`config.mk`:
```
export PLATFORM = sky130hd
export DESIGN_NAME = video_noise_gen
export DESIGN_NICKNAME = d
export VERILOG_FILES = /design/src/rtl/video_noise_gen.sv
export SDC_FILE = /design/constraint.sdc
export NUM_CORES = 1
export LEC_CHECK = 0
export BUFFER_PORTS_ARGS = -buffer_cell sky130_fd_sc_hd__buf_2
export CAP_MARGIN = 20
export CORE_ASPECT_RATIO = 0.8
export CORE_MARGIN = 1.5
export CORE_UTILIZATION = 50
export DETAILED_ROUTE_END_ITERATION = 10
export GPL_TIMING_DRIVEN = 0
export PLACE_DENSITY = 0.7
export SLEW_MARGIN = 40
export SYNTH_ARGS = -nofsm -noshare
export SYNTH_HDL_FRONTEND = slang
export SYNTH_SLANG_ARGS = --single-unit
```
`constraint.sdc`:
```
create_clock -name clk -period 3.13 [get_ports clk]
set_input_delay 0.1565 -clock clk [delete_from_list [all_inputs] [get_ports clk]]
set_output_delay 0.1565 -clock clk [all_outputs]
set_load 0.03 [all_outputs]
```
`src/rtl/video_noise_gen.sv`:
```
// Grey-noise video source with NTSC/PAL, single/double-rate raster timing.
// A Fibonacci LFSR supplies visible pixels and is reseeded every frame, so all frames are identical.
module video_noise_gen #(
    parameter logic [15:0] LFSR_SEED = 16'hACE1,
    parameter int          H_TOTAL   = 400,
    parameter int          H_ACTIVE  = 320
) (
    input  logic       clk,
    input  logic       reset,
    input  logic       pal,
    input  logic       scandouble,
    output logic       ce_pix,
    output logic       HBlank,
    output logic       HSync,
    output logic       VBlank,
    output logic       VSync,
    output logic [7:0] video
);

    localparam logic [8:0] H_LAST = 9'(H_TOTAL - 1);
    localparam logic [9:0] HA     = 10'(H_ACTIVE);
    localparam logic [9:0] HS_LO  = 10'(H_ACTIVE + 16);
    localparam logic [9:0] HS_HI  = 10'(H_ACTIVE + 47);

    function automatic logic [15:0] lfsr_step(input logic [15:0] v);
        return {v[14:0], v[15] ^ v[13] ^ v[12] ^ v[10]};
    endfunction

    logic [1:0]  r_cnt;
    logic        r_ce;
    logic        r_pal;
    logic        r_sd;
    logic [8:0]  r_hc;
    logic [9:0]  r_vc;
    logic [15:0] r_lfsr;
    logic        r_hblank;
    logic        r_hsync;
    logic        r_vblank;
    logic        r_vsync;
    logic [7:0]  r_video;

    logic [1:0]  w_cnt_next;
    logic        w_sd_next;
    logic        w_ce_next;
    logic [9:0]  w_vtotal;
    logic [9:0]  w_vc_eff;
    logic [9:0]  w_vact;
    logic [9:0]  w_vs_lo;
    logic [9:0]  w_vs_hi;
    logic        w_hb;
    logic        w_hs;
    logic        w_vb;
    logic        w_vs;
    logic        w_h_last;
    logic        w_v_last;
    logic        w_frame_wrap;
    logic [8:0]  w_hc_next;
    logic [9:0]  w_vc_next;
    logic [15:0] w_lfsr_next;

    // Vertical table lookup and raster decode from the current (pre-increment) counters
    always_comb begin
        case ({r_pal, r_sd})
            2'b00:   w_vtotal = 10'd262;
            2'b10:   w_vtotal = 10'd312;
            2'b01:   w_vtotal = 10'd524;
            2'b11:   w_vtotal = 10'd624;
            default: w_vtotal = 10'd262;
        endcase
        // Double-rate lines are folded onto the single-rate table by halving vc.
        if (r_sd) begin
            w_vc_eff = {1'b0, r_vc[9:1]};
        end else begin
            w_vc_eff = r_vc;
        end
        if (r_pal) begin
            w_vact  = 10'd288;
            w_vs_lo = 10'd294;
            w_vs_hi = 10'd296;
        end else begin
            w_vact  = 10'd240;
            w_vs_lo = 10'd244;
            w_vs_hi = 10'd246;
        end
        w_hb         = ({1'b0, r_hc} >= HA);
        w_hs         = ({1'b0, r_hc} >= HS_LO) && ({1'b0, r_hc} <= HS_HI);
        w_vb         = (w_vc_eff >= w_vact);
        w_vs         = (w_vc_eff >= w_vs_lo) && (w_vc_eff <= w_vs_hi);
        w_h_last     = (r_hc == H_LAST);
        w_v_last     = (r_vc == (w_vtotal - 10'd1));
        w_frame_wrap = r_ce && w_h_last && w_v_last;
    end

    // Next-state values for divider, counters and noise generator
    always_comb begin
        w_cnt_next = r_cnt + 2'd1;
        if (w_frame_wrap) begin
            w_sd_next = scandouble;
        end else begin
            w_sd_next = r_sd;
        end
        if (w_sd_next) begin
            w_ce_next = w_cnt_next[0];
        end else begin
            w_ce_next = (w_cnt_next == 2'd3);
        end
        w_hc_next = r_hc;
        w_vc_next = r_vc;
        if (r_ce) begin
            if (w_h_last) begin
                w_hc_next = 9'd0;
                if (w_v_last) begin
                    w_vc_next = 10'd0;
                end else begin
                    w_vc_next = r_vc + 10'd1;
                end
            end else begin
                w_hc_next = r_hc + 9'd1;
            end
        end else begin
            w_hc_next = r_hc;
        end
        w_lfsr_next = r_lfsr;
        if (w_frame_wrap) begin
            w_lfsr_next = LFSR_SEED;
        end else if (r_ce) begin
            if (r_lfsr == 16'h0000) begin
                w_lfsr_next = LFSR_SEED;
            end else if (!w_hb && !w_vb) begin
                w_lfsr_next = lfsr_step(r_lfsr);
            end else begin
                w_lfsr_next = r_lfsr;
            end
        end else begin
            w_lfsr_next = r_lfsr;
        end
    end

    // Clock divider, registered pixel enable and mode latch
    always_ff @(posedge clk or posedge reset) begin
        if (reset) begin
            r_cnt <= 2'd0;
            r_ce  <= 1'b0;
            r_pal <= 1'b0;
            r_sd  <= 1'b0;
        end else begin
            r_cnt <= w_cnt_next;
            r_ce  <= w_ce_next;
            r_sd  <= w_sd_next;
            if (w_frame_wrap) begin
                r_pal <= pal;
            end else begin
                r_pal <= r_pal;
            end
        end
    end

    // Raster counters, noise state and per-pixel output registers
    always_ff @(posedge clk or posedge reset) begin
        if (reset) begin
            r_hc     <= 9'd0;
            r_vc     <= 10'd0;
            r_lfsr   <= LFSR_SEED;
            r_hblank <= 1'b0;
            r_hsync  <= 1'b0;
            r_vblank <= 1'b0;
            r_vsync  <= 1'b0;
            r_video  <= 8'h00;
        end else begin
            r_hc   <= w_hc_next;
            r_vc   <= w_vc_next;
            r_lfsr <= w_lfsr_next;
            if (r_ce) begin
                r_hblank <= w_hb;
                r_hsync  <= w_hs;
                r_vblank <= w_vb;
                r_vsync  <= w_vs;
                r_video  <= (!w_hb && !w_vb) ? r_lfsr[7:0] : 8'h00;
            end
        end
    end

    assign ce_pix = r_ce;
    assign HBlank = r_hblank;
    assign HSync  = r_hsync;
    assign VBlank = r_vblank;
    assign VSync  = r_vsync;
    assign video  = r_video;

endmodule
```
After elaboration in Yosys (flattened, before gate mapping)
Index checks and enable logic that the tools add are counted.
Widths: inputs -> output; s select.
{"block": "word_totals", "reg_bits": 52}
{"block": "classes", "add_sub_neg": 4, "order_cmp": 6, "n_eq_ne": 6, "mux": 14, "bitwise": 3, "reduce_logical": 13}
{"operator": "$mux 16", "n": 4}
{"operator": "$pmux 10 s4", "n": 1}
{"operator": "$mux 9", "n": 4}
{"operator": "$ge 10x10->1", "n": 2}
{"operator": "$mux 10", "n": 2}
{"operator": "$ge 9x9->1 const B", "n": 2}
{"operator": "$logic_not 16->1", "n": 1}
{"operator": "$add 10x1->10 const B", "n": 1}
{"operator": "$eq 10x10->1", "n": 1}
{"operator": "$le 10x10->1", "n": 1}
{"operator": "$sub 10x1->10 const B", "n": 1}
{"operator": "$add 9x1->9 const B", "n": 1}
{"operator": "$eq 9x9->1 const B", "n": 1}
{"operator": "$le 9x9->1 const B", "n": 1}
{"operator": "$mux 8", "n": 1}
{"operator": "$eq 2x2->1 const B", "n": 3}
{"operator": "$logic_and 1x1->1", "n": 5}
{"operator": "$reduce_and 2->1", "n": 2}
{"operator": "$reduce_bool 3->1", "n": 1}
{"operator": "$xor 1x1->1", "n": 3}
{"operator": "$add 2x1->2 const B", "n": 1}
{"operator": "$eq 2x1->1 const B", "n": 1}
{"operator": "$logic_not 1->1", "n": 2}
{"operator": "$logic_not 2->1", "n": 1}
{"operator": "other kinds (2)", "n": 3}

Depth between registers and ports, before layout
Gate-level depths: netlist of the first run.
{"block": "logic_depth", "depth_word": 8, "ltp_mapped": 10, "depth_no_buf": 9}

Worst setup path before layout of the first run
Ideal clock, no wire load.
{"block": "synth_path", "path_type": "register -> register", "startpoint": "reg r_sd", "endpoint": "reg r_lfsr[0]", "setup_time_ps": 80, "arrival_ps": 2664, "required_time_ps": 3050, "setup_slack_ps": 386, "path_stages_with_launch": 11, "n_path_buf": 3, "period_less_slack_ps": 2744, "cell_sequence": "dfrtp_1 -> buf_6 -> buf_2 -> mux2_2 -> ha_1 -> a21o_1 -> a2111oi_4 -> o21ai_2 -> or3_1 -> buf_2 -> o22a_1"}
{"block": "synth_via", "elab_chain_cells": 7, "elab_cells_between_ends": 16}
{"element": "start, declared", "line_no": "32", "text": "logic r_sd;"}
{"element": "start signal, assigned", "line_no": "149", "text": "r_sd <= w_sd_next;"}
{"element": "$eq 2x2->1, or another cell as far along", "line_no": "63", "text": "case ({r_pal, r_sd})"}
{"element": "$pmux 10 s4", "line_no": "63"}
{"element": "$sub 10x1->10", "line_no": "90", "text": "w_v_last = (r_vc == (w_vtotal - 10'd1));"}
{"element": "$eq 10x10->1", "line_no": "90"}
{"element": "$logic_and 1x1->1", "line_no": "91", "text": "w_frame_wrap = r_ce && w_h_last && w_v_last;"}
{"element": "$reduce_bool 3->1 (no source line) or $reduce_bool 2->1 (tied branches)"}
{"element": "$reduce_and 2->1 (no source line)"}
{"element": "end signal, assigned", "line_no": "172", "text": "r_lfsr <= w_lfsr_next;"}
{"element": "end, declared", "line_no": "35", "text": "logic [15:0] r_lfsr;"}
Several ways; a longest one is shown, not always the timed one. The select of a mux whose other input is x is not followed.
A chain may end at the register's enable or synchronous reset.

Worst setup path in the final report of the first run
{"block": "layout_path", "startpoint": "reg r_sd", "endpoint": "reg r_lfsr[5]"}
Same word-level chain as after synthesis.

==> results of run 1 <==
==> final timing paths <==
kind | from | to | slack [ns] | depth (start not counted)
worst max register to register | r_sd$_DFF_PP0_ | r_lfsr[5]$_DFFE_PP1P_ | 0.31 | 9
worst min-delay path | pal | r_pal$_DFFE_PP0P_ | 0.07 | 3
worst min register to register | r_cnt[0]$_DFF_PP0_ | r_cnt[0]$_DFF_PP0_ | 0.43 | 1
max in group asynchronous | reset | r_lfsr[11]$_DFFE_PP1P_ | 2.28 | 4
worst max-delay path | r_sd$_DFF_PP0_ | r_lfsr[5]$_DFFE_PP1P_ | 0.31 | 9
min in group asynchronous | reset | r_cnt[0]$_DFF_PP0_ | 0.32 | 3
==> critical path: cells and delay by family, from the launching register on <==
family / cells / cell delay [ns]
flip-flops: 1 / 0.38
AO/OA/AOI/OAI: 4 / 0.96
multiplexers: 1 / 0.35
adder cells (fa/ha/maj): 1 / 0.29
buffers and inverters: 2 / 0.39
AND/OR/NAND/NOR: 1 / 0.38
==> where the power goes <==
group          internal (W)   total, W  switching (W)
Sequential         0.000672   0.000672              0
Clock              0.000186   0.000426       0.000240
Combinational    0.00000502  0.0000192      0.0000142
==> cell families (layout without fill, tap and decap cells) <==
family | count (synthesis) | count (layout)
AND/OR/NAND/NOR | 85 | 85
AO/OA/AOI/OAI | 61 | 61
flip-flops | 52 | 52
buffers and inverters | 30 | 55
XOR/XNOR | 15 | 15
adder cells (fa/ha/maj) | 14 | 14
multiplexers | 10 | 10
==> area by class of cell <==
| type | instances | area (µm²) | share of cell area, % |
|---|---|---|---|
| sequential | 52 | 1310 | 41.7 |
| inverter | 17 | 66.3 | 2.11 |
| clock buffer | 6 | 82.6 | 2.63 |
| tap | 78 | 97.6 | 3.10 |
| timing repair buffer | 18 | 110 | 3.50 |
| buffer | 12 | 76.3 | 2.43 |
| multi-input combinational | 185 | 1380 | 44.0 |
| clock inverter | 2 | 17.5 | 0.557 |
==> synthesized netlist by cell type (6+ instances only) <==
library cell	number
nand3_1	12
buf_2	8
a22o_1	14
dfrtp_1	44
nor2_1	12
nand4_1	7
a21oi_1	9
dfstp_2	8
nand2_1	15
ha_1	13
o22a_1	8
xnor2_1	9
inv_1	17
xor2_1	6
o21ai_0	9
==> flip-flops by register name, summed over array words and instances, names as in the netlist <==
name    cells
video       8
r_cnt       2
VBlank      1
r_lfsr     16
r_vc       10
HBlank      1
HSync       1
r_hc        9
r_sd        1
r_pal       1
ce_pix      1
VSync       1
==> layer usage <==
layer	up-vias	routed length (µm)
met2	24	2550
li1	1018	-
met3	7	215
met4	0	56
met5	-	0
met1	1032	2890
==> timing repair <==
| item | CTS | global route |
|---|---|---|
| setup endpoints to repair | 0 | 5 |
| endpoints found under the hold margin | 15 | 0 |
| resized for setup | 0 | 0 |
| hold buffers | 1 | 0 |
==> stage by stage <==
step           util, %  setup WS [ns]  instance area, µm²  hold WS (ns)  instances
5_1_grt           57.6          0.189                3150        0.0831        370
6_report          57.6          0.308                3150        0.0704        370
4_1_cts           57.6         0.0959                3150        0.0704        371
2_1_floorplan        -          0.386                2840         0.273        267
3_3_place_gp      55.2          0.140                3020         0.375        361
3_5_place_dp      55.6          0.124                3040         0.105        362
==> impl_metrics.tcl, run 1 <==
set metrics [dict create \
    status "complete, no violations" \
    cts_setup_buffers 0 \
    synth_top_cell_by_area "dfrtp_1" \
    syn2layout_area_growth_pct 10.7 \
    clock.fmax_ghz 0.354 \
    cp_slowest_cell "a2111oi_4" \
    max_slew_margin_pct 65.9 \
    vias_per_cell 5.62 \
    antenna_cells 0 \
    synth_compound_area_share_pct 16.9 \
    critPathKind "flip-flop to flip-flop" \
    fin_nets 308 \
    power_leakage_nw 1.39 \
    cts-root-buf "clkbuf_8" \
    setup.worst_path.end_class "flip-flop" \
    setup_viol 0 \
    postRouteAntennaNets 0 \
    die_area_mm2 0.00614 \
    powerDensity_mw_per_mm2 355 \
    crit_path_max_incr_delay_ns 0.40 \
    row_count 24 \
    layout-drive-gt1-share_pct 19.5 \
    num_vias 2081 \
    rsz0062_at_grt "false" \
    worstPathArrival_ns 3.07 \
    setup.worst_path.start_class "flip-flop" \
    use_met2_pct 30.6 \
    grt_use_total_pct 21.1 \
    clockBufferDepth 2 \
    detailed_place_hpwl_um 4120 \
    routed_wl_um 5710 \
    syn_inst 267 \
    drt-initial-drc-count 88 \
    synthesis.area_mm2 0.00284 \
    grt_antenna_before_repair 0 \
    port_buffers 16 \
    die_h_um 70.4 \
    required_ns 3.38 \
    skew_ns 0.00758 \
    slew_viol_final 0 \
    finalCritPeriodShare_pct 90.2 \
    worstPathMaxFanout 19 \
    synth_edf_count 0 \
    route.detailed.drc 0 \
    worst_pin_slew_ns 0.511 \
    grt_max_degree 38 \
    yosys.cell_types.count 50 \
    peakVddDrop_v 0.000203 \
    cts_buffers 5 \
    synth_seq_cells 52 \
    grt_pass1_vias 2009 \
    synthTopCellsByArea "dfrtp_1, dfstp_2, ha_1, a22o_1, xnor2_1" \
    synth_mux_area_share_pct 3.88 \
    yosys_warnings 0 \
    initial_utilization_pct 52.0 \
    syn-num-nets 284 \
    hp-class "input port to flip-flop" \
    final_cell_mix "dfrtp_1, buf_2, inv_1" \
    synth_flop_cell "dfrtp_1" \
    setup_tns_ns 0 \
    clk_latency_ns 0.31 \
    grt_pass1_wl_um 9940 \
    die_w_um 87.3 \
    yosysSeqAreaShare_pct 46.2 \
    htreeDepth 2 \
    core_area_mm2 0.00547 \
    synth-simple-area-share_pct 17.2 \
    gp_congestion 0.819 \
    synth.avg_cell_area_um2 10.6 \
    layout_commonest_cell "dfrtp_1" \
    clk_pin_slew_ns 0.10 \
    cts_tree "built" \
    synthArstFlopShare_pct 100 \
    synth_top_family_by_area "simple AND/OR/NAND/NOR gates" \
    nFillCells 470 \
    p_total_w 0.00112 \
    pin_count 17 \
    routedWlPerCell_um 15.4 \
    use_met3_pct 4.02 \
    grtUsageMet1_pct 31.8 \
    path_cells "buf_6 -> mux2_2 -> ha_1 -> a21o_1 -> a2111oi_4 -> o21ai_2 -> or3_1 -> buf_2 -> o22a_1" \
    grt_remaining_overflow 0 \
    drv_cap 0 \
    synth_xor_area_share_pct 4.63 \
    yosysTopAreaCellShare_pct 38.8 \
    clkSinkCount 52 \
    hold_violations 0 \
    synthAdderAreaFrac_pct 6.08 \
    grt-busiest-layer "met1" \
    dr.pass1.iters 4 \
    min_period_ns 2.82 \
]
Note: power is estimated with default switching activity, not from simulation.
==> run 2: changes to the inputs <==
clock period = 3.6 ns   (was 3.13 ns; I/O delays follow)
==> run 2 against run 1 <==
Against the previous run: fmax is 6.1% lower; register-to-register slack better by 0.29 ns; first-iteration DRC count is 4.5% lower; critical path depth is 1 higher; sequential share of layout area is 0.066 points lower; global-route usage stayed put; utilization is 0.092 points higher; largest cell class unchanged; worst hold slack better by 0.023 ns; routed wire length is 0.88% higher; die area stayed put; largest power group unchanged.
==> impl_metrics.tcl, run 2 (synthesis gave the netlist of run 1 again) <==
set metrics [dict create \
    powerDensity_mw_per_mm2 308 \
    multi_input_area_mm2 0.00138 \
    syn2layout_area_growth_pct 10.9 \
    grt_remaining_overflow 0 \
    comb_power_share_pct 1.7 \
    seq_area_mm2 0.00131 \
    setup_viol 0 \
    port_buffers 16 \
    max_slew_margin_pct 66.0 \
    seqPwrFrac_pct 60.2 \
    largest_registers "r_lfsr x16, r_vc x10, r_hc x9" \
    cts_buffers 5 \
    power_leakage_nw 1.40 \
    critPathKind "flip-flop to flip-flop" \
    required_ns 3.85 \
    pin_count 17 \
    skew_ns 0.00595 \
    initial_utilization_pct 52.0 \
    vias_per_cell 5.65 \
    num_vias 2096 \
    peakVddDrop_v 0.000176 \
    worstPathArrival_ns 3.26 \
    final_cell_mix "dfrtp_1, buf_2, inv_1" \
    row_count 24 \
    grt_pass1_vias 2009 \
    nFillCells 470 \
    layout_commonest_cell "dfrtp_1" \
    routed_wl_um 5760 \
    fin_nets 309 \
    worstPathMaxFanout 10 \
    rsz0062_at_grt "false" \
    die_area_mm2 0.00614 \
    hold_violations 0 \
    hp-class "input port to flip-flop" \
    clkPwrFrac_pct 38.1 \
    worst_pin_slew_ns 0.510 \
    finalCritPeriodShare_pct 83.5 \
    clock.fmax_ghz 0.333 \
    cts-root-buf "clkbuf_8" \
    status "complete, no violations" \
    core_area_mm2 0.00547 \
    clk_latency_ns 0.31 \
    htreeDepth 2 \
    layout-drive-gt1-share_pct 19.8 \
    dr.pass1.iters 4 \
    die_h_um 70.4 \
    clk_pin_slew_ns 0.10 \
    fin_util_pct 57.6 \
    drv_cap 0 \
    grt_use_total_pct 21.1 \
    antenna_cells 0 \
    cts_tree "built" \
    routedWlPerCell_um 15.5 \
    grt_pass1_wl_um 9940 \
    min_period_ns 3.01 \
    route.detailed.drc 0 \
    largest-register "r_lfsr" \
    gp_congestion 0.819 \
    drt-initial-drc-count 84 \
    switchingPower_w 0.000221 \
    die_w_um 87.3 \
    setup_tns_ns 0 \
    detailed_place_hpwl_um 4120 \
    setup.worst_path.start_class "flip-flop" \
    slew_viol_final 0 \
    setup.worst_path.end_class "flip-flop" \
    grt_antenna_before_repair 0 \
    clkSinkCount 52 \
    grt_max_degree 38 \
    p_int_w 0.000750 \
    clockBufferDepth 2 \
    postRouteAntennaNets 0 \
    largest_register_ffs 16 \
    p_sw_share_pct 22.7 \
]
run 2: cell types whose count changed in the layout (fill, tap and decap cells not counted):
cell,previous run,this run
buf_2,23,24
run 2: worst max-delay path: stages, from the launching register on:
cell,delay [ns]
dfrtp_1,0.38
buf_6,0.14
buf_2,0.22
mux2_2,0.36
ha_1,0.29
a21o_1,0.22
a2111oi_4,0.40
o21ai_2,0.15
or3_1,0.38
buf_2,0.20
o22a_1,0.19
run 2: stage by stage:
stage / cell area [µm²] / total power, W / setup WS (ns) / hold slack, ns / instances
after global routing: 3150 / 0.00101 / 0.456 / 0.107 / 371
after global placement: 3020 / 0.000609 / 0.610 / 0.398 / 361
final: 3150 / 0.000971 / 0.595 / 0.0937 / 371
after floorplan: 2840 / 0.000604 / 0.856 / 0.297 / 267
after CTS: 3150 / 0.000981 / 0.566 / 0.0939 / 371
after detailed placement: 3040 / 0.000612 / 0.594 / 0.128 / 362
run 2: power groups by stage:
stage          clock (W)  combinational (W)  sequential [W]
2_1_floorplan          0         0.00000851        0.000595
3_3_place_gp           0          0.0000134        0.000595
3_5_place_dp           0          0.0000169        0.000595
4_1_cts         0.000379          0.0000177        0.000584
5_1_grt         0.000408          0.0000198        0.000584
6_report        0.000370          0.0000168        0.000584
run 2: path summary, 6_finish.rpt:
check / end / slack [ns] / cells past startpoint / startpoint
setup / recovery: r_lfsr[5]$_DFFE_PP1P_ / 0.59 / 10 / r_sd$_DFF_PP0_
min in group asynchronous: r_cnt[0]$_DFF_PP0_ / 0.35 / 3 / reset
hold / removal: r_pal$_DFFE_PP0P_ / 0.09 / 3 / pal
max in group asynchronous: r_lfsr[11]$_DFFE_PP1P_ / 2.73 / 4 / reset
hold reg to reg: r_cnt[0]$_DFF_PP0_ / 0.43 / 1 / r_cnt[0]$_DFF_PP0_
setup reg to reg: r_lfsr[5]$_DFFE_PP1P_ / 0.59 / 10 / r_sd$_DFF_PP0_
run 2: final cells by class:
cell class                 instances  share of cell area (%)
timing repair buffer              18                    3.49
buffer                            13                    2.58
inverter                          17                    2.10
sequential                        52                    41.6
multi-input combinational        185                    43.9
clock inverter                     2                   0.556
tap                               78                    3.10
clock buffer                       6                    2.62
run 2: timing repair:
action                     4_1_cts  5_1_grt
setup endpoints to repair        0        0
setup buffers                    0        0
resized for setup                0        0
hold buffers                     1        0
hold endpoints to repair        15        0
run 2: per-layer routing:
metal	vias to the layer above	part of all wire (%)	global-route usage, %	wire, µm
met5	-	0	0	0
met4	0	0.99	6.17	57
met3	7	3.3	4.02	191
met2	27	44	30.6	2540
met1	1040	52	31.8	2970
li1	1022	-	-	-
